<file path="config.mk">
export PLATFORM = sky130hd
export DESIGN_NAME = riscv_mc_ctrl_flat
export DESIGN_NICKNAME = d
export VERILOG_FILES = /design/src/rtl/riscv_mc_ctrl_pkg.sv /design/src/rtl/riscv_mc_ctrl_if.sv /design/src/rtl/riscv_mc_ctrl_alu_dec.sv /design/src/rtl/riscv_mc_ctrl.sv /design/src/flat_wrapper.sv
export SDC_FILE = /design/constraint.sdc
export NUM_CORES = 1
export LEC_CHECK = 0
export ABC_AREA = 1
export CORE_UTILIZATION = 35
export DETAILED_ROUTE_END_ITERATION = 8
export PLACE_DENSITY = 0.8
export SLEW_MARGIN = 15
export SYNTH_ARGS = -nofsm -noshare
export SYNTH_HDL_FRONTEND = slang
export SYNTH_SLANG_ARGS = --single-unit
</file>
<file path="constraint.sdc">
create_clock -name clk -period 1.5 [get_ports clk]
set_input_delay 0.375 -clock clk [delete_from_list [all_inputs] [get_ports clk]]
set_output_delay 0.375 -clock clk [all_outputs]
set_load 0.03 [all_outputs]
</file>
<file path="src/rtl/riscv_mc_ctrl_pkg.sv">
// Shared types and encodings for the multicycle RISC-V control unit.
// Contains the state enum, opcodes, datapath mux encodings and the branch condition helper.
package riscv_mc_ctrl_pkg;

    typedef enum logic [3:0] {
        S_FETCH, S_DECODE, S_MEMADR, S_MEMREAD, S_MEMWB, S_MEMWRITE,
        S_EXECR, S_EXECI, S_ALUWB, S_JAL, S_BRANCH
    } mc_state_e;

    typedef enum logic [1:0] {IMM_I, IMM_S, IMM_B, IMM_J} imm_src_e;

    typedef enum logic [3:0] {
        ALU_ADD, ALU_SUB, ALU_AND, ALU_OR, ALU_XOR,
        ALU_SLT, ALU_SLTU, ALU_SLL, ALU_SRL, ALU_SRA
    } alu_op_e;

    typedef enum logic [1:0] {SEL_ADD, SEL_SUB, SEL_FUNCT} alu_sel_e;

    localparam logic [6:0] OP_LOAD   = 7'b0000011;
    localparam logic [6:0] OP_STORE  = 7'b0100011;
    localparam logic [6:0] OP_RTYPE  = 7'b0110011;
    localparam logic [6:0] OP_ITYPE  = 7'b0010011;
    localparam logic [6:0] OP_JAL    = 7'b1101111;
    localparam logic [6:0] OP_BRANCH = 7'b1100011;

    localparam logic [1:0] RES_ALUOUT = 2'd0;
    localparam logic [1:0] RES_DATA   = 2'd1;
    localparam logic [1:0] RES_ALU    = 2'd2;

    localparam logic [1:0] SRCA_PC    = 2'd0;
    localparam logic [1:0] SRCA_OLDPC = 2'd1;
    localparam logic [1:0] SRCA_RS1   = 2'd2;

    localparam logic [1:0] SRCB_RS2   = 2'd0;
    localparam logic [1:0] SRCB_IMM   = 2'd1;
    localparam logic [1:0] SRCB_FOUR  = 2'd2;

    localparam logic [2:0] F3_BEQ  = 3'b000;
    localparam logic [2:0] F3_BNE  = 3'b001;
    localparam logic [2:0] F3_BLT  = 3'b100;
    localparam logic [2:0] F3_BGE  = 3'b101;
    localparam logic [2:0] F3_BLTU = 3'b110;
    localparam logic [2:0] F3_BGEU = 3'b111;

    // Flags come from rs1 - rs2; the reserved codes 010/011 fall through to not-taken.
    function automatic logic branch_taken(input logic [2:0] funct3, input logic [3:0] flags);
        logic n, z, c, v;
        {n, z, c, v} = flags;
        case (funct3)
            F3_BEQ:  return z;
            F3_BNE:  return !z;
            F3_BLT:  return n ^ v;
            F3_BGE:  return !(n ^ v);
            F3_BLTU: return !c;
            F3_BGEU: return c;
            default: return 1'b0;
        endcase
    endfunction

endpackage

</file>
<file path="src/rtl/riscv_mc_ctrl_if.sv">
// Control bus between the multicycle controller (master) and the datapath (slave).
interface riscv_mc_ctrl_if;
    logic [6:0]                    op;
    logic [2:0]                    funct3;
    logic                          funct7b5;
    logic [3:0]                    alu_flags;
    logic                          pc_we;
    logic                          adr_src;
    logic                          mem_we;
    logic                          ir_we;
    logic                          reg_we;
    logic [1:0]                    res_src;
    logic [1:0]                    alu_src_a;
    logic [1:0]                    alu_src_b;
    riscv_mc_ctrl_pkg::imm_src_e   imm_src;
    riscv_mc_ctrl_pkg::alu_op_e    alu_ctrl;
    logic                          illegal;

    modport master (
        input  op, funct3, funct7b5, alu_flags,
        output pc_we, adr_src, mem_we, ir_we, reg_we, res_src,
               alu_src_a, alu_src_b, imm_src, alu_ctrl, illegal
    );

    modport slave (
        output op, funct3, funct7b5, alu_flags,
        input  pc_we, adr_src, mem_we, ir_we, reg_we, res_src,
               alu_src_a, alu_src_b, imm_src, alu_ctrl, illegal
    );
endinterface

</file>
<file path="src/rtl/riscv_mc_ctrl_alu_dec.sv">
// ALU operation decoder: forced ADD/SUB or a decode of funct3/funct7b5.
module mc_alu_dec
    import riscv_mc_ctrl_pkg::*;
(
    input  logic [6:0] op,
    input  logic [2:0] funct3,
    input  logic       funct7b5,
    input  alu_sel_e   alu_op_sel,
    output alu_op_e    alu_ctrl
);
    logic is_rtype;

    // addi shares funct3=000 with sub, so only the register form may subtract.
    assign is_rtype = (op == OP_RTYPE);

    always_comb begin
        alu_ctrl = ALU_ADD;
        unique case (alu_op_sel)
            SEL_ADD: alu_ctrl = ALU_ADD;
            SEL_SUB: alu_ctrl = ALU_SUB;
            SEL_FUNCT: begin
                unique case (funct3)
                    3'b000:  alu_ctrl = (is_rtype && funct7b5) ? ALU_SUB : ALU_ADD;
                    3'b001:  alu_ctrl = ALU_SLL;
                    3'b010:  alu_ctrl = ALU_SLT;
                    3'b011:  alu_ctrl = ALU_SLTU;
                    3'b100:  alu_ctrl = ALU_XOR;
                    3'b101:  alu_ctrl = funct7b5 ? ALU_SRA : ALU_SRL;
                    3'b110:  alu_ctrl = ALU_OR;
                    default: alu_ctrl = ALU_AND;
                endcase
            end
            default: alu_ctrl = ALU_ADD;
        endcase
    end
endmodule

</file>
<file path="src/rtl/riscv_mc_ctrl.sv">
// Moore control FSM for the single-memory multicycle RISC-V datapath.
// RISCV_MC_BRANCH_EXT_EN: accept every B-type funct3; otherwise only beq is decoded.
module riscv_mc_ctrl
    import riscv_mc_ctrl_pkg::*;
(
    input  logic          clk,
    input  logic          rst,
    riscv_mc_ctrl_if.master ctl
);
    mc_state_e state_reg, state_next;
    alu_sel_e  alu_sel;
    logic      pc_we_next, mem_we_next, ir_we_next, reg_we_next, illegal_next;
    logic      adr_src_next;
    logic [1:0] res_src_next, src_a_next, src_b_next;
    imm_src_e  imm_src_next;
    logic      branch_ok, taken;

`ifdef RISCV_MC_BRANCH_EXT_EN
    assign branch_ok = 1'b1;
`else
    assign branch_ok = (ctl.funct3 == F3_BEQ);
`endif
    assign taken = branch_taken(ctl.funct3, ctl.alu_flags);

    always_ff @(posedge clk) begin
        if (!rst)
            state_reg <= S_FETCH;
        else
            state_reg <= state_next;
    end

    always_comb begin
        state_next   = S_FETCH;
        pc_we_next   = 1'b0;
        mem_we_next  = 1'b0;
        ir_we_next   = 1'b0;
        reg_we_next  = 1'b0;
        illegal_next = 1'b0;
        adr_src_next = 1'b0;
        res_src_next = RES_ALUOUT;
        src_a_next   = SRCA_PC;
        src_b_next   = SRCB_RS2;
        imm_src_next = IMM_I;
        alu_sel      = SEL_ADD;
        unique case (state_reg)
            S_FETCH: begin
                ir_we_next   = 1'b1;
                pc_we_next   = 1'b1;
                res_src_next = RES_ALU;
                src_b_next   = SRCB_FOUR;
                state_next   = S_DECODE;
            end
            S_DECODE: begin
                // Branch target is computed speculatively and held in ALU-out.
                src_a_next   = SRCA_OLDPC;
                src_b_next   = SRCB_IMM;
                imm_src_next = IMM_B;
                unique case (ctl.op)
                    OP_LOAD, OP_STORE: state_next = S_MEMADR;
                    OP_RTYPE:          state_next = S_EXECR;
                    OP_ITYPE:          state_next = S_EXECI;
                    OP_JAL:            state_next = S_JAL;
                    OP_BRANCH: begin
                        state_next   = branch_ok ? S_BRANCH : S_FETCH;
                        illegal_next = !branch_ok;
                    end
                    default:           illegal_next = 1'b1;
                endcase
            end
            S_MEMADR: begin
                src_a_next   = SRCA_RS1;
                src_b_next   = SRCB_IMM;
                imm_src_next = (ctl.op == OP_STORE) ? IMM_S : IMM_I;
                state_next   = (ctl.op == OP_STORE) ? S_MEMWRITE : S_MEMREAD;
            end
            S_MEMREAD: begin
                adr_src_next = 1'b1;
                state_next   = S_MEMWB;
            end
            S_MEMWB: begin
                res_src_next = RES_DATA;
                reg_we_next  = 1'b1;
            end
            S_MEMWRITE: begin
                adr_src_next = 1'b1;
                mem_we_next  = 1'b1;
            end
            S_EXECR: begin
                src_a_next = SRCA_RS1;
                alu_sel    = SEL_FUNCT;
                state_next = S_ALUWB;
            end
            S_EXECI: begin
                src_a_next = SRCA_RS1;
                src_b_next = SRCB_IMM;
                alu_sel    = SEL_FUNCT;
                state_next = S_ALUWB;
            end
            S_ALUWB: begin
                reg_we_next = 1'b1;
            end
            S_JAL: begin
                src_a_next   = SRCA_OLDPC;
                src_b_next   = SRCB_FOUR;
                imm_src_next = IMM_J;
                pc_we_next   = 1'b1;
                state_next   = S_ALUWB;
            end
            S_BRANCH: begin
                src_a_next = SRCA_RS1;
                alu_sel    = SEL_SUB;
                pc_we_next = taken;
            end
            default: state_next = S_FETCH;
        endcase
    end

    // Reset masks every write strobe so an aborted instruction leaves no side effects.
    assign ctl.pc_we     = pc_we_next & rst;
    assign ctl.mem_we    = mem_we_next & rst;
    assign ctl.ir_we     = ir_we_next & rst;
    assign ctl.reg_we    = reg_we_next & rst;
    assign ctl.illegal   = illegal_next & rst;
    assign ctl.adr_src   = adr_src_next;
    assign ctl.res_src   = res_src_next;
    assign ctl.alu_src_a = src_a_next;
    assign ctl.alu_src_b = src_b_next;
    assign ctl.imm_src   = imm_src_next;

    mc_alu_dec u_alu_dec (
        .op         (ctl.op),
        .funct3     (ctl.funct3),
        .funct7b5   (ctl.funct7b5),
        .alu_op_sel (alu_sel),
        .alu_ctrl   (ctl.alu_ctrl)
    );
endmodule

</file>
<file path="src/flat_wrapper.sv">
// flat-port wrapper written by rule: the top's interface ports become plain ports
module riscv_mc_ctrl_flat import riscv_mc_ctrl_pkg::*;
  (clk, rst, ctl_op, ctl_funct3, ctl_funct7b5, ctl_alu_flags, ctl_pc_we, ctl_adr_src, ctl_mem_we, ctl_ir_we, ctl_reg_we, ctl_res_src, ctl_alu_src_a, ctl_alu_src_b, ctl_imm_src, ctl_alu_ctrl, ctl_illegal);
  riscv_mc_ctrl_if ctl_i ();
  input  logic clk;
  input  logic rst;
  input wire logic [$bits(ctl_i.op)-1:0] ctl_op;
  input wire logic [$bits(ctl_i.funct3)-1:0] ctl_funct3;
  input wire logic [$bits(ctl_i.funct7b5)-1:0] ctl_funct7b5;
  input wire logic [$bits(ctl_i.alu_flags)-1:0] ctl_alu_flags;
  output wire logic [$bits(ctl_i.pc_we)-1:0] ctl_pc_we;
  output wire logic [$bits(ctl_i.adr_src)-1:0] ctl_adr_src;
  output wire logic [$bits(ctl_i.mem_we)-1:0] ctl_mem_we;
  output wire logic [$bits(ctl_i.ir_we)-1:0] ctl_ir_we;
  output wire logic [$bits(ctl_i.reg_we)-1:0] ctl_reg_we;
  output wire logic [$bits(ctl_i.res_src)-1:0] ctl_res_src;
  output wire logic [$bits(ctl_i.alu_src_a)-1:0] ctl_alu_src_a;
  output wire logic [$bits(ctl_i.alu_src_b)-1:0] ctl_alu_src_b;
  output wire logic [$bits(ctl_i.imm_src)-1:0] ctl_imm_src;
  output wire logic [$bits(ctl_i.alu_ctrl)-1:0] ctl_alu_ctrl;
  output wire logic [$bits(ctl_i.illegal)-1:0] ctl_illegal;
  assign ctl_i.op = ctl_op;
  assign ctl_i.funct3 = ctl_funct3;
  assign ctl_i.funct7b5 = ctl_funct7b5;
  assign ctl_i.alu_flags = ctl_alu_flags;
  assign ctl_pc_we = ctl_i.pc_we;
  assign ctl_adr_src = ctl_i.adr_src;
  assign ctl_mem_we = ctl_i.mem_we;
  assign ctl_ir_we = ctl_i.ir_we;
  assign ctl_reg_we = ctl_i.reg_we;
  assign ctl_res_src = ctl_i.res_src;
  assign ctl_alu_src_a = ctl_i.alu_src_a;
  assign ctl_alu_src_b = ctl_i.alu_src_b;
  assign ctl_imm_src = ctl_i.imm_src;
  assign ctl_alu_ctrl = ctl_i.alu_ctrl;
  assign ctl_illegal = ctl_i.illegal;
  riscv_mc_ctrl u_core (.clk(clk), .rst(rst), .ctl(ctl_i));
endmodule
</file>
==> results of run 1 <==
[repair_timing]
action	in CTS
endpoints found under the setup margin	16
gates resized for setup	97
buffers inserted	15
pin swaps	25
[kinds of logic after synthesis]
family	synth area share, %
compound gates	12.32
fa+ha+maj	3.676
buf+inv	18.20
flops	11.77
simple gates	54.04
[metrics by stage]
stage	cell area, um2	hold slack (ns)	cells	utilization [%]
after CTS	1615	0.5638	235	90.60
after detailed placement	1328	0.7045	217	74.46
after global placement	1328	0.6951	217	74.46
after floorplan	769.5	0.4726	127	-
==> results by group, run 1 <==
Floorplanning
  • Initial core utilization: 38.18%
  • Die X: roughly 46 um
  • Row count: 15
  • Ports: 35
  • Die height: 46.10 um

Yosys
  • Synth cell count leaders: nand2_1, inv_1, nor2_1
  • Cell taking the most area after synthesis: nand2_1
  • Synth unique cells: 23
  • Area contributors post-synth: nand2_1, dfxtp_1, nand3_1
  • Synthesis-stage register bit count: 4
  • Avg Synthesized Cell Area: 5.359 um2
  • Register area share after synthesis: a little under an eighth
  • Synthesized area: 680.7 um2
  • Syn Nets: approximately 150
  • EDFF count, synth: 0
  • Async SR Flop Fraction: 0%
  • Synth top area share: 16.54%
  • Yosys warns: 0
  • Synthesized instance count: between 100 and 150
  • Count leader, synth: nand2_1
  • Most used DFF post-synth: dfxtp_1

Clock tree
  • CTS Sinks: 4
  • # hold bufs at CTS: 0
  • Clock buffer depth: 2
  • H-tree Lvls: 1
  • Clock root buffer: clkbuf_4
  • Total CTS buffers: 3

Global route
  • Largest net degree at the start of global routing: 7

Placement
  • Pre-CTS WS: -0.8554 ns
  • Detailed Place HPWL: 1.903 mm
  • Placer Congestion: about 0.88
  • PortBufs: 34

Outcome
  • Failing step: global routing
  • Err: [ERROR DPL-0038] Utilization greater than 100%, impossible to legalize
  • Status: aborted with a tool error

Timing
  • Worst EP kind: primary output
  • Grt repair worst endpoint: ctl_alu_ctrl[2]
==> inputs of run 2 (changes only) <==
- CORE_AREA: not set -> 2 2 63 65
- CORE_UTILIZATION: 35 -> not set
- DIE_AREA: not set -> 0 0 65 67
- PLACE_DENSITY: 0.8 -> not set
- PLACE_DENSITY_LB_ADDON: not set -> 0.15
- clock period: 1.5 -> 1.95 ns (I/O delays scaled with it)
==> run 2 against run 1 <==
Against the previous run:
- the flow now finishes, with violations (negative setup slack)
- area after synthesis unchanged
- synthesized cell count unchanged
==> results by group, run 2 <==
Outcome
  • Status: complete, but fails checks
  • Violated checks: negative setup slack

Yosys
  • EDFF count, synth: 0 (unchanged)
  • Synth cell count leaders: nand2_1, inv_1, nor2_1
  • Most used DFF post-synth: dfxtp_1
  • Count leader, synth: nand2_1
  • Synthesized instance count: 127 (unchanged)
  • Cell taking the most area after synthesis: nand2_1
  • Area contributors post-synth: nand2_1, dfxtp_1, nand3_1
  • Yosys warns: 0 (unchanged)
  • Register area share after synthesis: 11.76% (unchanged)
  • Syn Nets: 146 (unchanged)
  • Async SR Flop Fraction: 0% (unchanged)
  • Synthesis-stage register bit count: 4 (unchanged)
  • Synth top area share: 16.54% (unchanged)
  • Synthesized area: 680.7 um2 (unchanged)
  • Synth unique cells: 23 (unchanged)
  • Avg Synthesized Cell Area: 5.359 um2 (unchanged)

Power and ir drop
  • Switching share of power: approximately a third
  • Worst VDD drop: approximately 0.26 mV
  • Clock power frac: 35.4%
  • Internal: around 0.00032 W
  • Gate power share: a little under half
  • NetSw: ~0.00015 W
  • Reg power frac: between 15 and 20%
  • P_leak: roughly 0.83 nW
  • Pwr dens: 283.0 nW/um2

Min path
  • Hold endpoint: u_core.state_reg[2]
  • HP Class: flip-flop to flip-flop
  • Min-delay src: u_core.state_reg[1]
  • Min-Delay Path Depth: 4

Flow run
  • Max Cap Viol: 0

Global route
  • Congestion Overflow GR: 0
  • Largest net degree at the start of global routing: 8
  • Gr usage total: approximately 12%
  • Vias in the first global route: approximately 1100
  • Initial antenna violation count: 0
  • First-pass GRT wire length: ~4.3 mm

Timing
  • Setup ws final: -0.1241 ns
  • Fmax: ~0.48 GHz
  • Fin crit share: 106.4%
  • Minimum clock period after layout: roughly 2.1 ns
  • Unrepaired setup endpoints after global routing: yes
  • Worst rel slew slack: 80.15%
  • Max Slew Vio Count: 0
  • Setup Skew: roughly 0.0034 ns
  • Final hold vios: 0
  • Final setup fails: 4
  • Slew @ Worst Pin: between 0.2 and 0.3 ns

Worst setup path
  • WP data required: 1.46 ns
  • Reg2Reg Depth: 10
  • Crit-path max FO: 3
  • Worst Path Arrival: approximately 1.6 ns
  • FF-to-FF setup slack: roughly 0.64 ns
  • R2r endpoint: u_core.state_reg[2]
  • RR Startpoint: u_core.state_reg[2]
  • CP endpoint kind: output pin
  • Critical path type: flip-flop to output pin
  • Critical Path Source Type: flip-flop

Layout
  • Max reg flops: 4
  • Antenna cell count: 0
  • Share of cells above drive strength 1: roughly 64%
  • Area grow syn2layout: 146.1%
  • Layout Nets: around 230
  • Leading cell type in the layout, fill and taps excluded: buf_4
  • Most frequent cells in the layout: buf_4, nand2_1, buf_6, inv_2
  • Fin area: about 1700 um2

Routing
  • Via-to-Cell Ratio: approximately 4.2
  • Vias: around 1100
  • Final wirelength: 2.614 mm
  • Final ANT Viol Nets: 0
  • Wire per inst: between 10 and 15 um
  • DR pass1 iterations: 4
  • Drt initial violations: 17
  • # DRC: 0

Floorplanning
  • Die X: 65 um (+41%)
  • Initial core utilization: 18.88% (-19 points)
  • Die height: 67 um (+45%)
  • Die area: about 4400 um2
  • Row count: 22 (+7)
  • Core area: around 3600 um2
  • Ports: 35 (unchanged)

Placement
  • Pre-CTS WS: -0.6116 ns (+0.2438 ns)
  • Detailed Place HPWL: 1.906 mm (+0.15%)
  • Area post-placement: 1286 um2 (-3.1%)
  • Placer Congestion: 0.8448 (-3.9%)
  • PortBufs: 34 (unchanged)

Clock tree
  • Clock insertion delay at the later pin of the skew report: 0.21 ns
  • Total CTS buffers: 3 (unchanged)
  • TritonCTS clock tree: yes
  • Worst-path clk slew: approximately 0.030 ns
  • CTS Sinks: 4 (unchanged)
  • Clock root buffer: clkbuf_8
  • Clock buffer depth: 2 (unchanged)
  • H-tree Lvls: 1 (unchanged)
==> run 2: cell counts after synthesis <==
Identical to the previous run, type by type.
==> run 2: kinds of logic after synthesis <==
logic type               count (synthesis)  synth area share [%]
AND/OR/NAND/NOR                         75                 54.04
buffers and inverters                   31                 18.20
AO/OA/AOI/OAI                           15                 12.32
flip-flops                               4                 11.77
adder cells (fa/ha/maj)                  2                 3.676
==> run 2: how the worst max path moves through the flow <==
stage                             start  slack [ns]               to  cells after the start
global placement              ctl_op[2]       -0.60      ctl_illegal                      8
global route        u_core.state_reg[2]       -0.18  ctl_alu_ctrl[2]                      8
CTS                 u_core.state_reg[3]       -0.14  ctl_alu_ctrl[2]                      8
floorplan           u_core.state_reg[3]       -0.14  ctl_alu_ctrl[0]                      7
finish              u_core.state_reg[2]       -0.12  ctl_alu_ctrl[2]                      8
detailed placement            ctl_op[6]       -0.61      ctl_illegal                      7
==> run 2: layout make-up <==
cell class | count | area (um2)
multi-input cells | 92 | 640.6
well taps | 48 | 60.06
flip-flops and latches | 4 | 87.58
clock buffers | 3 | 41.29
fillers | 373 | 1931
inverters | 30 | 127.6
repair buffers | 81 | 718.2
==> run 2: power groups by stage <==
| stage | sequential, W | combinational, W | clock (W) |
|---|---|---|---|
| floorplan | 0.0000879 | 0.0000893 | 0 |
| finish | 0.0000864 | 0.000220 | 0.000168 |
| global route | 0.0000866 | 0.000239 | 0.000178 |
| global placement | 0.0000882 | 0.000188 | 0 |
| CTS | 0.0000860 | 0.000201 | 0.000175 |
| detailed placement | 0.0000883 | 0.000190 | 0 |
==> run 2: stage by stage <==
step | TNS, ns | hold slack [ns] | cells | power (W) | util [%]
2_1_floorplan | -0.3798 | 0.5851 | 127 | 0.0001773 | -
3_3_place_gp | -2.783 | 0.6881 | 238 | 0.0002763 | 35.67
3_5_place_dp | -2.836 | 0.6963 | 238 | 0.0002780 | 35.67
4_1_cts | -0.3468 | 0.6726 | 256 | 0.0004623 | 43.27
5_1_grt | -0.6631 | 0.7473 | 258 | 0.0005034 | 46.46
6_report | -0.3388 | 0.6707 | 258 | 0.0004741 | 46.46
==> run 2: critical path: stages, from the launching register on <==
cell	delay [ns]
dfxtp_4	0.37
inv_4	0.04
nor2_4	0.11
inv_2	0.06
nor2_4	0.11
ha_4	0.17
inv_4	0.05
nor4_4	0.26
buf_4	0.20
==> run 2: timing repair <==
item	in CTS	in global routing
setup buffers	15	3
pin swaps	26	21
setup endpoints to repair	15	12
gates resized for setup	94	39
hold endpoints to repair	0	0
hold buffers	0	0
==> run 2: per-layer routing <==
metal | global-route usage (%) | up-vias | share of wire, %
met1 | 13.97 | 490 | 42
met5 | 0 | - | 0
met3 | 1.520 | 2 | 3.8
met4 | 1.596 | 0 | 0.69
li1 | - | 574 | -
met2 | 24.23 | 20 | 53
Power figures use the tool's default switching activity.
